`config.mk`:
```
export PLATFORM = sky130hd
export DESIGN_NAME = fifo_uart_tx
export DESIGN_NICKNAME = d
export VERILOG_FILES = /design/src/rtl/fifo_uart_pkg.sv /design/src/rtl/baud_tick_gen.sv /design/src/rtl/fifo_uart_tx.sv
export SDC_FILE = /design/constraint.sdc
export NUM_CORES = 1
export LEC_CHECK = 0
export CAP_MARGIN = 10
export CORE_UTILIZATION = 43
export CTS_CLUSTER_DIAMETER = 50
export CTS_CLUSTER_SIZE = 24
export DETAILED_ROUTE_END_ITERATION = 12
export HOLD_SLACK_MARGIN = 0.15
export SYNTH_ARGS = -nofsm -noshare
export SYNTH_HDL_FRONTEND = slang
export SYNTH_SLANG_ARGS = --single-unit
```
`constraint.sdc`:
```
create_clock -name clk -period 4.65 [get_ports clk]
set_input_delay 0.93 -clock clk [delete_from_list [all_inputs] [get_ports clk]]
set_output_delay 0.93 -clock clk [all_outputs]
set_load 0.05 [all_outputs]
```
`src/rtl/fifo_uart_pkg.sv`:
```
// Shared definitions for the FIFO-fed UART transmitter: state encoding and
// default frame geometry.
package fifo_uart_pkg;

    localparam int DEF_DATA_WIDTH   = 8;
    localparam int DEF_CLKS_PER_BIT = 16;

    typedef enum logic [2:0] {
        ST_IDLE   = 3'd0,
        ST_FETCH  = 3'd1,
        ST_START  = 3'd2,
        ST_DATA   = 3'd3,
        ST_PARITY = 3'd4,
        ST_STOP   = 3'd5
    } state_t;

endpackage

```
`src/rtl/baud_tick_gen.sv`:
```
// Free-running bit-period counter. tick marks the last clock of each bit
// period; clear holds the count at zero so a new bit starts aligned.
module baud_tick_gen #(
    parameter int CLKS_PER_BIT = 16
) (
    input  logic clk,
    input  logic rst_n,
    input  logic clear,
    output logic tick
);

    localparam int CW = (CLKS_PER_BIT > 2) ? $clog2(CLKS_PER_BIT) : 1;
    localparam logic [CW-1:0] LAST_CNT = CW'(CLKS_PER_BIT - 1);

    logic [CW-1:0] cnt_r;

    // Count 0..CLKS_PER_BIT-1 and wrap; clear forces the count back to zero.
    always_ff @(posedge clk or negedge rst_n) begin
        if (!rst_n) begin
            cnt_r <= '0;
        end else if (clear) begin
            cnt_r <= '0;
        end else if (cnt_r == LAST_CNT) begin
            cnt_r <= '0;
        end else begin
            cnt_r <= cnt_r + CW'(1);
        end
    end

    assign tick = (cnt_r == LAST_CNT);

endmodule

```
`src/rtl/fifo_uart_tx.sv`:
```
// FIFO read-side consumer: pops one word per frame and serializes it
// LSB-first as start / data / optional even parity / stop bits on tx.
module fifo_uart_tx
    import fifo_uart_pkg::*;
#(
    parameter int DATA_WIDTH   = DEF_DATA_WIDTH,
    parameter int CLKS_PER_BIT = DEF_CLKS_PER_BIT,
    parameter int PARITY_EN    = 0,
    parameter int STOP_BITS    = 1
) (
    input  logic                  clk,
    input  logic                  rst_n,
    input  logic                  tx_en,
    input  logic                  fifo_empty,
    input  logic [DATA_WIDTH-1:0] fifo_dout,
    output logic                  fifo_rd_en,
    output logic                  tx,
    output logic                  busy,
    output logic                  frame_done
);

    // Bit counter must reach DATA_WIDTH-1 (data) and STOP_BITS-1 (stop).
    localparam int BCW = $clog2(DATA_WIDTH + 1);
    localparam logic [BCW-1:0] LAST_DATA = BCW'(DATA_WIDTH - 1);
    localparam logic [BCW-1:0] LAST_STOP = BCW'(STOP_BITS - 1);

    // Even parity: the parity bit makes the total count of ones even.
    function automatic logic even_parity(input logic [DATA_WIDTH-1:0] word);
        return ^word;
    endfunction

    state_t                state_r;
    state_t                state_s;
    logic [DATA_WIDTH-1:0] shift_r;
    logic [BCW-1:0]        bit_cnt_r;
    logic                  parity_r;
    logic                  tx_r;
    logic                  tick_s;
    logic                  clear_s;
    logic                  pop_s;
    logic                  frame_done_s;
    logic                  start_ok_s;

    baud_tick_gen #(
        .CLKS_PER_BIT (CLKS_PER_BIT)
    ) u_baud (
        .clk   (clk),
        .rst_n (rst_n),
        .clear (clear_s),
        .tick  (tick_s)
    );

    // Next-state decode plus the pop request, baud clear and frame_done pulse.
    always_comb begin
        state_s      = state_r;
        pop_s        = 1'b0;
        clear_s      = 1'b0;
        frame_done_s = 1'b0;
        start_ok_s   = tx_en & ~fifo_empty;
        case (state_r)
            ST_IDLE: begin
                clear_s = 1'b1;
                if (start_ok_s) begin
                    pop_s   = 1'b1;
                    state_s = ST_FETCH;
                end else begin
                    state_s = ST_IDLE;
                end
            end
            ST_FETCH: begin
                clear_s = 1'b1;
                state_s = ST_START;
            end
            ST_START: begin
                if (tick_s) begin
                    state_s = ST_DATA;
                end else begin
                    state_s = ST_START;
                end
            end
            ST_DATA: begin
                if (tick_s && (bit_cnt_r == LAST_DATA)) begin
                    state_s = (PARITY_EN != 0) ? ST_PARITY : ST_STOP;
                end else begin
                    state_s = ST_DATA;
                end
            end
            ST_PARITY: begin
                if (tick_s) begin
                    state_s = ST_STOP;
                end else begin
                    state_s = ST_PARITY;
                end
            end
            ST_STOP: begin
                if (tick_s && (bit_cnt_r == LAST_STOP)) begin
                    frame_done_s = 1'b1;
                    // Chain straight into the next frame when more data waits.
                    if (start_ok_s) begin
                        pop_s   = 1'b1;
                        state_s = ST_FETCH;
                    end else begin
                        state_s = ST_IDLE;
                    end
                end else begin
                    state_s = ST_STOP;
                end
            end
            default: begin
                state_s = ST_IDLE;
            end
        endcase
    end

    // State register.
    always_ff @(posedge clk or negedge rst_n) begin
        if (!rst_n) begin
            state_r <= ST_IDLE;
        end else begin
            state_r <= state_s;
        end
    end

    // Shift register, bit counter, latched parity and the registered line.
    always_ff @(posedge clk or negedge rst_n) begin
        if (!rst_n) begin
            shift_r   <= '0;
            bit_cnt_r <= '0;
            parity_r  <= 1'b0;
            tx_r      <= 1'b1;
        end else begin
            case (state_r)
                ST_IDLE: begin
                    bit_cnt_r <= '0;
                    tx_r      <= 1'b1;
                end
                ST_FETCH: begin
                    shift_r   <= fifo_dout;
                    parity_r  <= even_parity(fifo_dout);
                    bit_cnt_r <= '0;
                    tx_r      <= 1'b0;
                end
                ST_START: begin
                    if (tick_s) begin
                        tx_r    <= shift_r[0];
                        shift_r <= shift_r >> 1;
                    end
                end
                ST_DATA: begin
                    if (tick_s) begin
                        if (bit_cnt_r == LAST_DATA) begin
                            bit_cnt_r <= '0;
                            tx_r      <= (PARITY_EN != 0) ? parity_r : 1'b1;
                        end else begin
                            bit_cnt_r <= bit_cnt_r + BCW'(1);
                            tx_r      <= shift_r[0];
                            shift_r   <= shift_r >> 1;
                        end
                    end
                end
                ST_PARITY: begin
                    if (tick_s) begin
                        tx_r <= 1'b1;
                    end
                end
                ST_STOP: begin
                    tx_r <= 1'b1;
                    if (tick_s) begin
                        if (bit_cnt_r == LAST_STOP) begin
                            bit_cnt_r <= '0;
                        end else begin
                            bit_cnt_r <= bit_cnt_r + BCW'(1);
                        end
                    end
                end
                default: begin
                    tx_r <= 1'b1;
                end
            endcase
        end
    end

    // Pop and busy are gated by rst_n so both read low while reset is held.
    assign fifo_rd_en = rst_n & pop_s;
    assign busy       = rst_n & ((state_r != ST_IDLE) | pop_s);
    assign frame_done = frame_done_s;
    assign tx         = tx_r;

endmodule

```
==> results of run 1 <==
## synth_stat cells
master	number	area share
maj3_2	1	0.0089
o22ai_1	4	0.020
a31oi_1	4	0.020
buf_6	3	0.027
nor3b_2	1	0.0099
nand3b_1	1	0.0059
nor2b_1	1	0.0049
dfrtp_1	19	0.38
a21oi_1	6	0.024
a22o_1	1	0.0069
o32ai_2	1	0.013
or2_4	1	0.0069
o21ai_0	2	0.0079
a21oi_2	1	0.0069
nand3_1	5	0.020
nor3b_1	1	0.0059
nand2_1	5	0.015
nor3_1	1	0.0040
nand2b_4	1	0.011
nand4_1	2	0.0099
ha_1	3	0.030
inv_1	9	0.027
and3_1	2	0.0099
mux2_4	12	0.14
nor2_8	1	0.016
nand4b_1	2	0.014
and3_4	1	0.0089
a41oi_1	1	0.0069
and3b_1	1	0.0069
mux2i_1	2	0.016
nor4b_2	1	0.012
a21oi_4	1	0.013
xnor2_1	1	0.0069
o21a_1	1	0.0059
nor2_1	5	0.015
nand2b_1	4	0.020
dfstp_2	1	0.021
o21ai_1	4	0.016
buf_2	3	0.012
## how the worst min path moves through the flow
stage                                         start                   endpoint  slack [ns]  cells past startpoint
after floorplan           u_baud.cnt_r[0]$_DFF_PN0_  u_baud.cnt_r[0]$_DFF_PN0_        0.46                      1
after global placement    u_baud.cnt_r[0]$_DFF_PN0_  u_baud.cnt_r[0]$_DFF_PN0_        0.49                      1
after detailed placement  u_baud.cnt_r[0]$_DFF_PN0_  u_baud.cnt_r[0]$_DFF_PN0_        0.49                      1
after CTS                 u_baud.cnt_r[0]$_DFF_PN0_  u_baud.cnt_r[0]$_DFF_PN0_        0.51                      1
after global routing         shift_r[1]$_DFFE_PN0P_     shift_r[1]$_DFFE_PN0P_        0.56                      1
final                     u_baud.cnt_r[0]$_DFF_PN0_  u_baud.cnt_r[0]$_DFF_PN0_        0.52                      1
## layout make-up
cell class,count,share of cell area
inverter,9,0.0233
tap,31,0.0268
sequential,20,0.346
timing repair buffer,16,0.109
clock buffer,4,0.0250
multi-input combinational,81,0.470
## logic make-up (layout without fill, tap and decap cells)
logic type,after synthesis,in the layout,synth area share
and+or+nand+nor,36,36,0.195
AOI/OAI and AO/OA,26,26,0.139
DFF,20,20,0.397
buffers and inverters,15,29,0.0653
muxes,14,14,0.158
adders and majority gates,4,4,0.0386
xor gates and xnor gates,1,1,0.00693
## metal layers
layer / track usage / routed length (um)
met5: 0 / 0
met3: 0.0256 / 70
met2: 0.287 / 1080
met1: 0.231 / 1170
met4: 0.0836 / 15
## metrics by stage
stage / area (um2) / power [mW] / setup slack, ns / utilization
finish: 1450 / 0.720 / 0.946 / 0.521
global route: 1450 / 0.784 / 0.761 / 0.521
CTS: 1450 / 0.728 / 0.922 / 0.521
detailed placement: 1410 / 0.624 / 1.14 / 0.508
global placement: 1410 / 0.616 / 1.17 / 0.508
floorplan: 1260 / 0.558 / 1.62 / -
## state kept, by name, indices dropped and copies added, names as in the netlist
name,flops
tx,1
shift_r,8
state_r,3
u_baud.cnt_r,4
bit_cnt_r,4
## critical path, stage by stage, from the launching register on
cell and delay, ns:
dfrtp_1 0.42, ha_1 0.26, and3_1 0.38, and3_4 0.26, a21oi_2 0.06, nor4b_2 0.27
clkdlybuf4s50_1 0.84
## power by group
part | switching, mW | internal (mW) | total, mW
Clock | 0.0539 | 0.0477 | 0.102
Sequential | 0.0681 | 0.248 | 0.316
Combinational | 0.132 | 0.171 | 0.303
==> out/metrics.csv, run 1 <==
stage,metric,value,unit
cts,clk_lat worst skew,0.30,ns
worst_setup_path,r2r setup slk,2.84,ns
synth,post-synthesis register bit count,20,
cts,Clock Tree Buf Depth,2,
synth,unique cell type count in the Yosys netlist,39,
finish,fill cell count,255,
timing,clk_skew,0.00354,ns
hold_path,Hold Crit Class,reg -> reg,
worst_setup_path,CP max FO,8,
finish,most frequent cells in the layout,"dfrtp_1 (19), clkdlybuf4s50_1 (15), mux2_4 (12)",
cts,CTS H-tree lvls,1,
grt,vias in the first global route,997,
timing,endpoints failing setup,0,
timing,Fin Hold WS,0.519,ns
placed_design,post-DP HPWL,1640,um
worst_setup_path,Critical Path End,fifo_rd_en,
synth,syn_area_per_cell,10.9,um2
finish,share of post-route cells with drive strength above 1,0.215,
grt,initial antenna violation count,0,
route,Detail Route Antenna Nets,0,
power_and_ir_drop,pwr/cell area,497,nW/um2
die,Initial Util,0.455,
run_status,outcome,"finished, final reports clean",
timing,fin. max-slew vios,0,
cts,# resized after CTS,0,
cts,clk sink count,20,
route,vias per cell,5.65,
worst_setup_path,Crit path required time,3.72,ns
synth,YS warnings,0,
synth,syn nets,131,
timing,RSZ-0062 raised after global routing,no,
finish,Post-layout nets,146,
timing,Max Freq,270,MHz
grt,GRT Residual Overflow,0,
timing,Hold Fails Final Rpt,0,
placed_design,Placed Cells,157,
finish,fin cells,161,
die,Die Area,3160,um2
placed_design,Placer Congestion,0.775,
worst_setup_path,Worst Setup SP,u_baud.cnt_r[0]$_DFF_PN0_,
timing,Fin Setup TNS,0,ns
finish,register area,502,um2
cts,Post CTS Setup Buffer Count,0,
die,Die X,56.2,um
die,area of the core,2780,um2
die,# IOs,16,
route,WL final,2330,um
route,Avg WL per Cell,14.5,um
die,Placement Rows,19,
placed_design,IO Port Bufs,15,
grt,pin count of the biggest net entering global routing,21,
timing,Final Cycle Share,0.797,
timing,Slew headroom,0.649,
worst_setup_path,FF-to-FF Start,u_baud.cnt_r[0]$_DFF_PN0_,
finish,area growth from synthesis to layout,14.5,%
die,Die Y-Extent,56.2,um
finish,Ant. Diodes,0,
timing,Tmin final,3.70,ns
synth,synthesized area,1260,um2
grt,global router's overall resource usage,0.177,
cts,hold-fix buffers at CTS,0,
route,Detailed Routing Iterations Pass 1,4,
synth,register area share after synthesis,0.397,
power_and_ir_drop,Worst VDD drop,0.294,mV
worst_setup_path,Crit. End Element,primary output,
worst_setup_path,worst-case reg-to-reg path depth,5,
power_and_ir_drop,LEAKAGE,0.609,nW
route,Post-route DRC,0,
route,routed vias,909,
worst_setup_path,WS Path Type,reg -> out,
synth,Cells after Synth,116,
cts,CTS tree,done,
worst_setup_path,crit start category,flip-flop,
worst_setup_path,capture point of the worst reg-to-reg path,shift_r[3]$_DFFE_PN0P_,
grt,first-pass GRT wire length,4390,um
worst_setup_path,WP data arrival,2.77,ns
timing,Worst Tran Pin Value,0.526,ns
cts,Worst-path clk slew,0.11,ns
cts,clock root buffer master,clkbuf_4,
cts,CTS Buf Count,3,
flow_run,max cap viols,0,
route,DRT iter0 DRCs,34,
finish,"commonest non-fill, non-tap cell in the layout",dfrtp_1,
finish,Multi-input gate area,681,um2
Note: power is estimated with default switching activity, not from simulation.
==> run 2, diff against run 1 <==
PLACE_DENSITY = 0.67   (was default)
clock period = 3.35 ns   (was 4.65 ns; I/O delays follow)
==> run 2 against run 1 <==
Count of clock-buffer cells in the layout is the same; combinational power grew 40%; design area up 0.86%; first-iteration DRC count fell by 12%; non-clock buffer count stayed put; final cell count is the same; global-route usage down 1.1 points; largest power group unchanged; wire length is 2.2% lower; clock power up 18%; critical endpoint unchanged; critical path type unchanged; power is 36% higher; utilization is 0.45 points higher.
==> out/metrics.csv, run 2 (synthesized netlist as in run 1, its figures left out) <==
stage,metric,value,unit
run_status,outcome,"finished, final reports clean",
route,Avg WL per Cell,14.2,um
cts,clk sink count,20,
route,vias per cell,5.63,
hold_path,Hold Crit Class,reg -> reg,
route,WL final,2280,um
cts,Clock Tree Buf Depth,2,
finish,Ant. Diodes,0,
grt,vias in the first global route,913,
die,# IOs,16,
timing,Max Freq,341,MHz
worst_setup_path,CP peak stage delay,0.42,ns
power_and_ir_drop,pwr/cell area,671,nW/um2
placed_design,Placer Congestion,0.785,
finish,Top reg by flops,shift_r,
grt,first-pass GRT wire length,4150,um
cts,Post CTS Setup Buffer Count,0,
worst_setup_path,Slowest cell on crit path,dfrtp_1,
die,Die Y-Extent,56.2,um
worst_setup_path,r2r setup slk,1.53,ns
worst_setup_path,crit-path cells,ha_1 -> and3_1 -> and3_4 -> a21oi_2 -> nor4b_2 -> buf_12,
worst_setup_path,crit start category,flip-flop,
placed_design,Area after DPL,1430,um2
die,area of the core,2780,um2
finish,largest registers,"shift_r: 8 flops, bit_cnt_r: 4 flops, u_baud.cnt_r: 4 flops",
route,Detailed Routing Iterations Pass 1,3,
cts,CTS H-tree lvls,1,
grt,GRT Residual Overflow,0,
finish,Post-layout nets,146,
grt,initial antenna violation count,0,
timing,Worst Tran Pin Value,0.516,ns
placed_design,post-DP HPWL,1670,um
cts,clk_lat worst skew,0.30,ns
die,Die X,56.2,um
power_and_ir_drop,LEAKAGE,0.632,nW
finish,fill cell count,266,
finish,max reg flops,8,
route,routed vias,906,
timing,Tmin final,2.93,ns
worst_setup_path,Crit path required time,2.68,ns
cts,clock root buffer master,clkbuf_4,
route,DRT iter0 DRCs,30,
timing,Slew headroom,0.656,
die,Die Area,3160,um2
power_and_ir_drop,Worst VDD drop,0.384,mV
worst_setup_path,CP max FO,8,
die,Placement Rows,19,
worst_setup_path,top cell family by delay on the critical path,simple AND/OR/NAND/NOR gates,
finish,share of post-route cells with drive strength above 1,0.223,
cts,CTS tree,done,
grt,global router's overall resource usage,0.166,
placed_design,IO Port Bufs,15,
die,Initial Util,0.455,
timing,Hold Fails Final Rpt,0,
worst_setup_path,Crit. End Element,primary output,
finish,"commonest non-fill, non-tap cell in the layout",dfrtp_1,
route,Detail Route Antenna Nets,0,
timing,clk_skew,0.00788,ns
timing,fin. max-slew vios,0,
finish,Final Cell Area,1460,um2
finish,Multi-input gate area,681,um2
grt,pin count of the biggest net entering global routing,18,
timing,RSZ-0062 raised after global routing,no,
flow_run,max cap viols,0,
timing,Final Cycle Share,0.875,
timing,endpoints failing setup,0,
finish,register area,502,um2
worst_setup_path,WS Path Type,reg -> out,
timing,Fin Setup TNS,0,ns
finish,most frequent cells in the layout,"dfrtp_1 (19), mux2_4 (12), clkdlybuf4s50_1 (12)",
worst_setup_path,"Buf+Inv Stages, Crit Path",1,
worst_setup_path,WP data arrival,2.26,ns
cts,Worst-path clk slew,0.12,ns
finish,area growth from synthesis to layout,15.5,%
route,Post-route DRC,0,
cts,CTS Buf Count,3,
[run 2: changes by cell type in the layout (fill, tap and decap cells not counted), sizes merged]
| cell | delta |
|---|---|
| dlymetal6s2s | +1 |
| buf | +2 |
| clkdlybuf4s50 | -3 |
[run 2: routing by layer]
layer  vias up  part of all wire  GRT usage
met4         0             0.019     0.0732
met2        16              0.46      0.267
li1        447                 -          -
met5         -                 0          0
met1       439              0.48      0.222
met3         4             0.040     0.0233
[run 2: layout make-up]
class / instances / area share
timing repair buffer: 16 / 0.123
sequential: 20 / 0.343
tap: 31 / 0.0265
multi-input combinational: 81 / 0.466
inverter: 9 / 0.0231
clock buffer: 4 / 0.0180
[run 2: worst reg2reg max path: cells and delay by family, from the launching register on]
family	cells	cell delay, ns
adders and majority gates	1	0.27
AOI/OAI and AO/OA	1	0.13
DFF	1	0.42
muxes	1	0.32
and+or+nand+nor	2	0.58
[run 2: final timing paths]
path                                           startpoint                         to  cells after the start
worst max-delay path            u_baud.cnt_r[0]$_DFF_PN0_                 fifo_rd_en                      6
worst min-delay path               shift_r[4]$_DFFE_PN0P_     shift_r[4]$_DFFE_PN0P_                      1
worst max register to register  u_baud.cnt_r[0]$_DFF_PN0_     shift_r[2]$_DFFE_PN0P_                      5
worst min register to register     shift_r[4]$_DFFE_PN0P_     shift_r[4]$_DFFE_PN0P_                      1
max in group asynchronous                           rst_n             tx$_DFFE_PN1P_                      2
min in group asynchronous                           rst_n  u_baud.cnt_r[3]$_DFF_PN0_                      1
[run 2: timing repair]
action / 4_1_cts / 5_1_grt
setup endpoints to repair: 0 / 1
hold buffers: 0 / 0
gates resized for setup: 0 / 1
[run 2: power breakdown]
group	total, mW	internal (mW)	switching, mW
Sequential	0.438	0.344	0.0936
Combinational	0.423	0.238	0.185
Clock	0.120	0.0463	0.0739
[run 2: through the flow]
| step | power, mW | hold slack, ns | setup slack, ns | util | std cells |
|---|---|---|---|---|---|
| floorplan | 0.775 | 0.374 | 0.578 | - | 116 |
| global placement | 0.850 | 0.479 | 0.518 | 0.515 | 157 |
| detailed placement | 0.868 | 0.499 | 0.437 | 0.515 | 157 |
| CTS | 0.991 | 0.527 | 0.0840 | 0.525 | 161 |
| global route | 1.06 | 0.543 | 0.272 | 0.525 | 161 |
| finish | 0.980 | 0.523 | 0.419 | 0.525 | 161 |
